[src/rtl/ball_split_controller.sv]
// Tracks a full binary tree of splitting balls: deploys the root, splits hit balls into their children,
// and reports pops, remaining balls and level clearance to the game controller.
module ball_split_controller #(
    parameter  int LEVELS    = 3,
    localparam int NUM_BALLS = (1 << LEVELS) - 1,
    localparam int CW        = $clog2(NUM_BALLS + 1)
) (
    input  logic                 clk,
    input  logic                 resetN,
    input  logic                 unitActive,
    input  logic [NUM_BALLS-1:0] col_rope_ball_vec,
    input  logic [NUM_BALLS-1:0] col_player_ball_vec,
    output logic [NUM_BALLS-1:0] ballVisible,
    output logic                 col_rope_ball,
    output logic                 col_player_ball,
    output logic                 popValid,
    output logic [CW-1:0]        popCount,
    output logic [CW-1:0]        ballsRemaining,
    output logic                 allCleared
);

    // Balls below this index have children; the rest are leaves that simply vanish.
    localparam int NUM_PARENTS = (1 << (LEVELS - 1)) - 1;
    localparam logic [NUM_BALLS-1:0] ROOT_ONLY = NUM_BALLS'(1'b1);
    localparam logic [NUM_BALLS-1:0] NO_BALLS  = {NUM_BALLS{1'b0}};

    typedef enum logic [1:0] {
        INACTIVE = 2'd0,
        DEPLOY   = 2'd1,
        ACTIVE   = 2'd2,
        CLEARED  = 2'd3
    } state_t;

    state_t               state_r;
    state_t               stateNext_s;
    logic [NUM_BALLS-1:0] visible_r;
    logic [NUM_BALLS-1:0] visNext_s;
    logic [NUM_BALLS-1:0] hit_s;
    logic [NUM_BALLS-1:0] childSet_s;
    logic                 popValid_r;
    logic                 popValidNext_s;
    logic [CW-1:0]        popCount_r;
    logic [CW-1:0]        popCountNext_s;
    logic [CW-1:0]        remaining_r;
    logic                 cleared_r;

    function automatic logic [CW-1:0] popCnt(input logic [NUM_BALLS-1:0] v);
        logic [CW-1:0] cnt;
        cnt = {CW{1'b0}};
        for (int i = 0; i < NUM_BALLS; i++) begin
            cnt = cnt + CW'(v[i]);
        end
        return cnt;
    endfunction

    assign hit_s = col_rope_ball_vec & visible_r;

    // Children of every hit parent become visible next cycle.
    always_comb begin
        childSet_s = NO_BALLS;
        for (int i = 0; i < NUM_PARENTS; i++) begin
            if (hit_s[i]) begin
                childSet_s[2*i+1] = 1'b1;
                childSet_s[2*i+2] = 1'b1;
            end else begin
                childSet_s[2*i+1] = childSet_s[2*i+1];
            end
        end
    end

    // Next-state, next-visibility and pop reporting.
    always_comb begin
        stateNext_s    = state_r;
        visNext_s      = visible_r;
        popValidNext_s = 1'b0;
        popCountNext_s = {CW{1'b0}};
        case (state_r)
            INACTIVE: begin
                visNext_s = NO_BALLS;
                if (unitActive) begin
                    stateNext_s = DEPLOY;
                end else begin
                    stateNext_s = INACTIVE;
                end
            end
            DEPLOY: begin
                visNext_s   = ROOT_ONLY;
                stateNext_s = ACTIVE;
            end
            ACTIVE: begin
                if (!unitActive) begin
                    visNext_s   = NO_BALLS;
                    stateNext_s = INACTIVE;
                end else begin
                    // Clear wins over set should both ever target the same ball.
                    visNext_s      = (visible_r | childSet_s) & ~hit_s;
                    popValidNext_s = |hit_s;
                    popCountNext_s = popCnt(hit_s);
                    if (visible_r == NO_BALLS) begin
                        stateNext_s = CLEARED;
                    end else begin
                        stateNext_s = ACTIVE;
                    end
                end
            end
            CLEARED: begin
                visNext_s = NO_BALLS;
                if (!unitActive) begin
                    stateNext_s = INACTIVE;
                end else begin
                    stateNext_s = CLEARED;
                end
            end
            default: begin
                visNext_s   = NO_BALLS;
                stateNext_s = INACTIVE;
            end
        endcase
    end

    // State and registered outputs, synchronous active-low reset.
    always_ff @(posedge clk) begin
        if (!resetN) begin
            state_r     <= INACTIVE;
            visible_r   <= NO_BALLS;
            popValid_r  <= 1'b0;
            popCount_r  <= {CW{1'b0}};
            remaining_r <= {CW{1'b0}};
            cleared_r   <= 1'b0;
        end else begin
            state_r     <= stateNext_s;
            visible_r   <= visNext_s;
            popValid_r  <= popValidNext_s;
            popCount_r  <= popCountNext_s;
            remaining_r <= popCnt(visNext_s);
            cleared_r   <= (stateNext_s == CLEARED);
        end
    end

    assign ballVisible     = visible_r;
    assign popValid        = popValid_r;
    assign popCount        = popCount_r;
    assign ballsRemaining  = remaining_r;
    assign allCleared      = cleared_r;
    assign col_rope_ball   = |(col_rope_ball_vec & visible_r);
    assign col_player_ball = |(col_player_ball_vec & visible_r);

endmodule

[config.mk]
export PLATFORM = sky130hd
export DESIGN_NAME = ball_split_controller
export DESIGN_NICKNAME = d
export VERILOG_FILES = /design/src/rtl/ball_split_controller.sv
export SDC_FILE = /design/constraint.sdc
export NUM_CORES = 1
export LEC_CHECK = 0
export CAP_MARGIN = 20
export CORE_UTILIZATION = 45
export CTS_BUF_LIST = sky130_fd_sc_hd__clkbuf_8
export CTS_CLUSTER_DIAMETER = 120
export DETAILED_ROUTE_END_ITERATION = 10
export PLACE_DENSITY = 0.81
export SLEW_MARGIN = 15
export SYNTH_ARGS = -nofsm -noshare
export SYNTH_HDL_FRONTEND = slang
export SYNTH_SLANG_ARGS = --single-unit
[constraint.sdc]
create_clock -name clk -period 4.15 [get_ports clk]
set_input_delay 0.83 -clock clk [delete_from_list [all_inputs] [get_ports clk]]
set_output_delay 0.83 -clock clk [all_outputs]
set_load 0.02 [all_outputs]
* Word level (Yosys, flattened, before mapping)
Cells that the tools add are included.
** Word-level totals
- Word-level logic and storage cells :: 43
- Bits of input ports :: 17
- Bits in registers :: 17
** Operators by class
- Equal/unequal tests :: 4
- Reduce and logical (&&, ||, !) cells :: 6
- $add $sub $neg :: 12
- Bitwise gates (word level) :: 5
- Multiplexer cells :: 10
** Operators by type and width (count)
- 3-bit by 1-bit adder with 3-bit output :: 8
- 7-bit bitwise AND :: 3
- 7-bit case mux with 3 select lines :: 1
- 7-bit OR reduction :: 2
- 2-bit case mux with 4 select lines :: 1
- 7-bit logical NOT :: 1
- 7-bit two-way mux :: 1
- 7-bit inverter :: 1
- 7-bit bitwise OR :: 1
- 2-bit by 1-bit adder with 3-bit output :: 2
- 2-bit equality test (second input constant) :: 3
- 1-bit two-way mux :: 5
- 1-bit by 1-bit adder with 2-bit output :: 2
- 2-bit two-way mux :: 2
- 3-bit AND reduction :: 1
- 2-bit by 1-bit equality test with 1-bit output (second input constant) :: 1
- 2-bit logical NOT :: 1
- 2-bit OR reduction :: 1

* Longest topological paths before layout
- Depth after elaboration :: 12
- Mapped depth :: 10
- Gate-level depth less buffers :: 10

* Worst setup path before layout
No wires, ideal clock.
- Path kind :: input port to flip-flop
- From :: in col_rope_ball_vec[0]
- To :: reg remaining_r[1] (netlist: ballsRemaining[1])
- Data required time :: 4.035 ns
- Stages on the path :: 8
- Data arrival time :: 3.175 ns
- Slack :: 0.860 ns
- Buffers on the path :: 0
- Cells stage by stage :: nand2_1 > mux2_2 > nor2_1 > fa_1 > fa_1 > fa_1 > fa_1 > and2_1
** Between the ends
- Longest elaborated chain between the ends :: 12
- Elaborated cells on any way between the ends :: 13
- Those cells by class :: add/sub: 6; mux: 3; bitwise: 4
** RTL lines
- start: declaration :: RTL line 11 : input logic [NUM_BALLS-1:0] col_rope_ball_vec,
- 7-bit bitwise AND :: RTL line 56 : assign hit_s = col_rope_ball_vec & visible_r;
- 1-bit two-way mux :: RTL line 62 : if (hit_s[i]) begin
- 7-bit bitwise OR :: RTL line 96 : visNext_s = (visible_r | childSet_s) & ~hit_s;
- 7-bit bitwise AND :: RTL line 96
- 7-bit two-way mux :: RTL line 91 : if (!unitActive) begin
- 7-bit case mux with 3 select lines :: RTL line 77 : case (state_r)
- net visNext_s[1] :: RTL line 37 : logic [NUM_BALLS-1:0] visNext_s;
- 1-bit by 1-bit adder with 2-bit output :: RTL line 51 : cnt = cnt + CW'(v[i]);
- 2-bit by 1-bit adder with 3-bit output :: RTL line 51
- 3-bit by 1-bit adder with 3-bit output (4 in series) :: RTL line 51
- end signal: assignment :: RTL line 128 : remaining_r <= {CW{1'b0}};
- end signal: assignment :: RTL line 135 : remaining_r <= popCnt(visNext_s);
- end: declaration :: RTL line 44 : logic [CW-1:0] remaining_r;
The timed path passes the listed nets, and every way through them passes these cells.
A chain may end at the register's enable or synchronous reset.

* Worst setup path in the final report
Ends and elaborated chain as after synthesis.

==> results.json <==
{
  "core_area_mm2": 0.00196,
  "place_hpwl_um": 1840,
  "antennaDiodeCount": 0,
  "arrival_ns": 3.79,
  "yosysWarnings": 0,
  "avgSynthCellArea_um2": 9.89,
  "slew_headroom": 0.720,
  "finalCritPeriodShare": 0.879,
  "synth.cell_area_um2": 940,
  "finalNetCount": 162,
  "final_common_cell": "clkdlybuf4s50_1",
  "grt_max_degree": 10,
  "n_fill_cell": 167,
  "slowest_stage": "fa_1",
  "grt-ovfl-total": 0,
  "pre_cts_ws_ns": 0.232,
  "syn_nets": 125,
  "hold_buffers": 0,
  "p_total_mw": 0.339,
  "cp_slowest_stage_delay_ns": 0.48,
  "p_leak_nw": 0.503,
  "cts_tree": "built",
  "yosysTopAreaCell": "dfxtp_1",
  "worstPathRequired_ns": 4.30,
  "finalMaxSlewViolations": 0,
  "initial_utilization": 0.479,
  "cts_buffer_depth": 2,
  "h-tree-depth": 1,
  "setup_viol": 0,
  "power.density_mw_per_mm2": 253,
  "netlist_instances": 95,
  "postPlaceCellArea_mm2": 0.00130,
  "multi_input_area_um2": 564,
  "fmax_mhz": 274,
  "drv_cap": 0,
  "antenna_found_initial": 0,
  "clock-sinks": 17,
  "design_area_mm2": 0.00134,
  "worstPathMaxFanout": 4,
  "mostFrequentLayoutCells": "clkdlybuf4s50_1 (33), dfxtp_1 (17), nor2_1 (13), nand2_1 (10), inv_1 (9)",
  "clk_latency_ns": 0.25,
  "cts_buffers": 3,
  "tightest_slew_ns": 0.415,
  "die_height_um": 47.7,
  "first_pass_iters": 4,
  "setup.worst_path.start_class": "input port",
  "grt_pass1_wl_um": 3510,
  "synth_cell_types": 25,
  "ys_top_cells_by_area": "dfxtp_1 (36%), fa_1 (17%), ha_1 (6.7%)",
  "grt_usage": 0.222,
  "io_pins": 34,
  "hold_violations": 0,
  "min_period_ns": 3.65,
  "syn_to_final_growth_pct": 43.0,
  "crit_type": "input port to flip-flop",
  "drc_errors": 0,
  "hold_class": "flip-flop to flip-flop",
  "yosysTopAreaCellShare": 0.362,
  "fp.dieW_um": 47.7,
  "rows": 16,
  "root_buffer": "clkbuf_8",
  "ir_worst_vdd_mv": 0.222,
  "grt_pass1_vias": 807,
  "cp_common_cell": "fa_1",
  "fin_setup_tns_ns": 0,
  "outcome": "completed",
  "gp_congestion": 0.844,
  "drive_gt1_frac": 0.0687,
  "portBuffers": 33,
  "dieArea_mm2": 0.00227,
  "postCtsResizedCells": 0,
  "drtIter0Drc": 28,
  "vias_per_cell": 5.36,
  "worst_clock_skew_ns": 0.00136,
  "crit_chain": "clkdlybuf4s50_1, nand2_1, mux2_2, nor2_1, fa_1, fa_1, fa_1, fa_1, and2_1",
  "cts.clk_slew.worst_paths_ns": 0.07,
  "yosysSeqAreaShare": 0.362,
  "vias": 847,
  "post_cts.repair.setup_buffers": 0,
  "register_area_um2": 340,
  "final_antenna_net_count": 0,
  "ys_seq_elements": 17,
  "end_kind": "flip-flop",
  "rsz0062_at_grt": "no",
  "drt-total-wl_um": 2230,
  "wl_per_cell_um": 14.1,
  "setup_ws_ns": 0.502
}
## flip-flops by register name (all words and copies together), names as in the netlist
signal and cells:
ballsRemaining 3, popValid 1, popCount 3, allCleared 1, state_r 2, ballVisible 7
## cell usage after synthesis
library cell,n
a211oi_1,1
a21oi_1,1
a222oi_1,1
a22oi_1,4
and2_1,5
and3b_1,1
buf_2,1
dfxtp_1,17
fa_1,8
ha_1,5
inv_1,8
mux2_2,5
mux2i_1,1
nand2_1,10
nand2b_1,1
nand3_1,3
nand3b_1,1
nand4_1,1
nand4b_1,1
nor2_1,13
nor2b_1,3
nor3b_1,1
nor4_1,1
nor4b_2,1
o21ai_0,1
## layer usage
| metal | wire length (um) | vias to the layer above | GRT usage |
|---|---|---|---|
| met5 | 0 | - | 0 |
| met4 | 6 | 0 | 0.0500 |
| met3 | 169 | 2 | 0.0340 |
| met2 | 1200 | 41 | 0.419 |
| met1 | 855 | 415 | 0.263 |
| li1 | - | 389 | - |
## worst max-delay path, delay by kind of cell
family                   cells  cell delay [ns]
buffers and inverters        1             0.47
adder cells (fa/ha/maj)      4             1.75
AND/OR/NAND/NOR              3             0.43
multiplexers                 1             0.31
## final timing paths
check	start	slack, ns	to	cells after the start
setup / recovery	col_rope_ball_vec[0]	0.50	ballsRemaining[1]	9
hold / removal	state_r[0]	0.61	state_r[1]	2
setup reg to reg	state_r[1]	0.85	ballsRemaining[1]	9
hold reg to reg	state_r[0]	0.61	state_r[1]	2
## layout make-up
class                           instances  share of cell area
Clock buffer                            3              0.0307
Tap cell                               27              0.0251
Multi-Input combinational cell         69               0.420
Sequential cell                        17               0.253
Inverter                                8              0.0223
Clock inverter                          1             0.00279
Timing Repair Buffer                   33               0.246
## report_power, final
group	leakage (nW)	internal, mW	total (mW)	switching, mW
registers	0.138	0.166	0.170	0.00337
clock network	0.0269	0.0655	0.120	0.0543
logic	0.339	0.0278	0.0497	0.0219
total	0.503	0.260	0.339	0.0795
## metrics by stage
stage / utilization / std cells / hold WS [ns]
6_report: 0.685 / 158 / 0.608
5_1_grt: 0.685 / 158 / 0.680
4_1_cts: 0.685 / 158 / 0.615
3_5_place_dp: 0.662 / 154 / 0.609
3_3_place_gp: 0.662 / 154 / 0.565
2_1_floorplan: - / 95 / 0.539
## cells by family after synthesis
logic type	after synthesis	synth area share
AO/OA/AOI/OAI	8	0.0612
flip-flops	17	0.362
adder cells (fa/ha/maj)	13	0.237
AND/OR/NAND/NOR	42	0.232
multiplexers	6	0.0706
buffers and inverters	9	0.0373
Power figures use the tool's default switching activity.
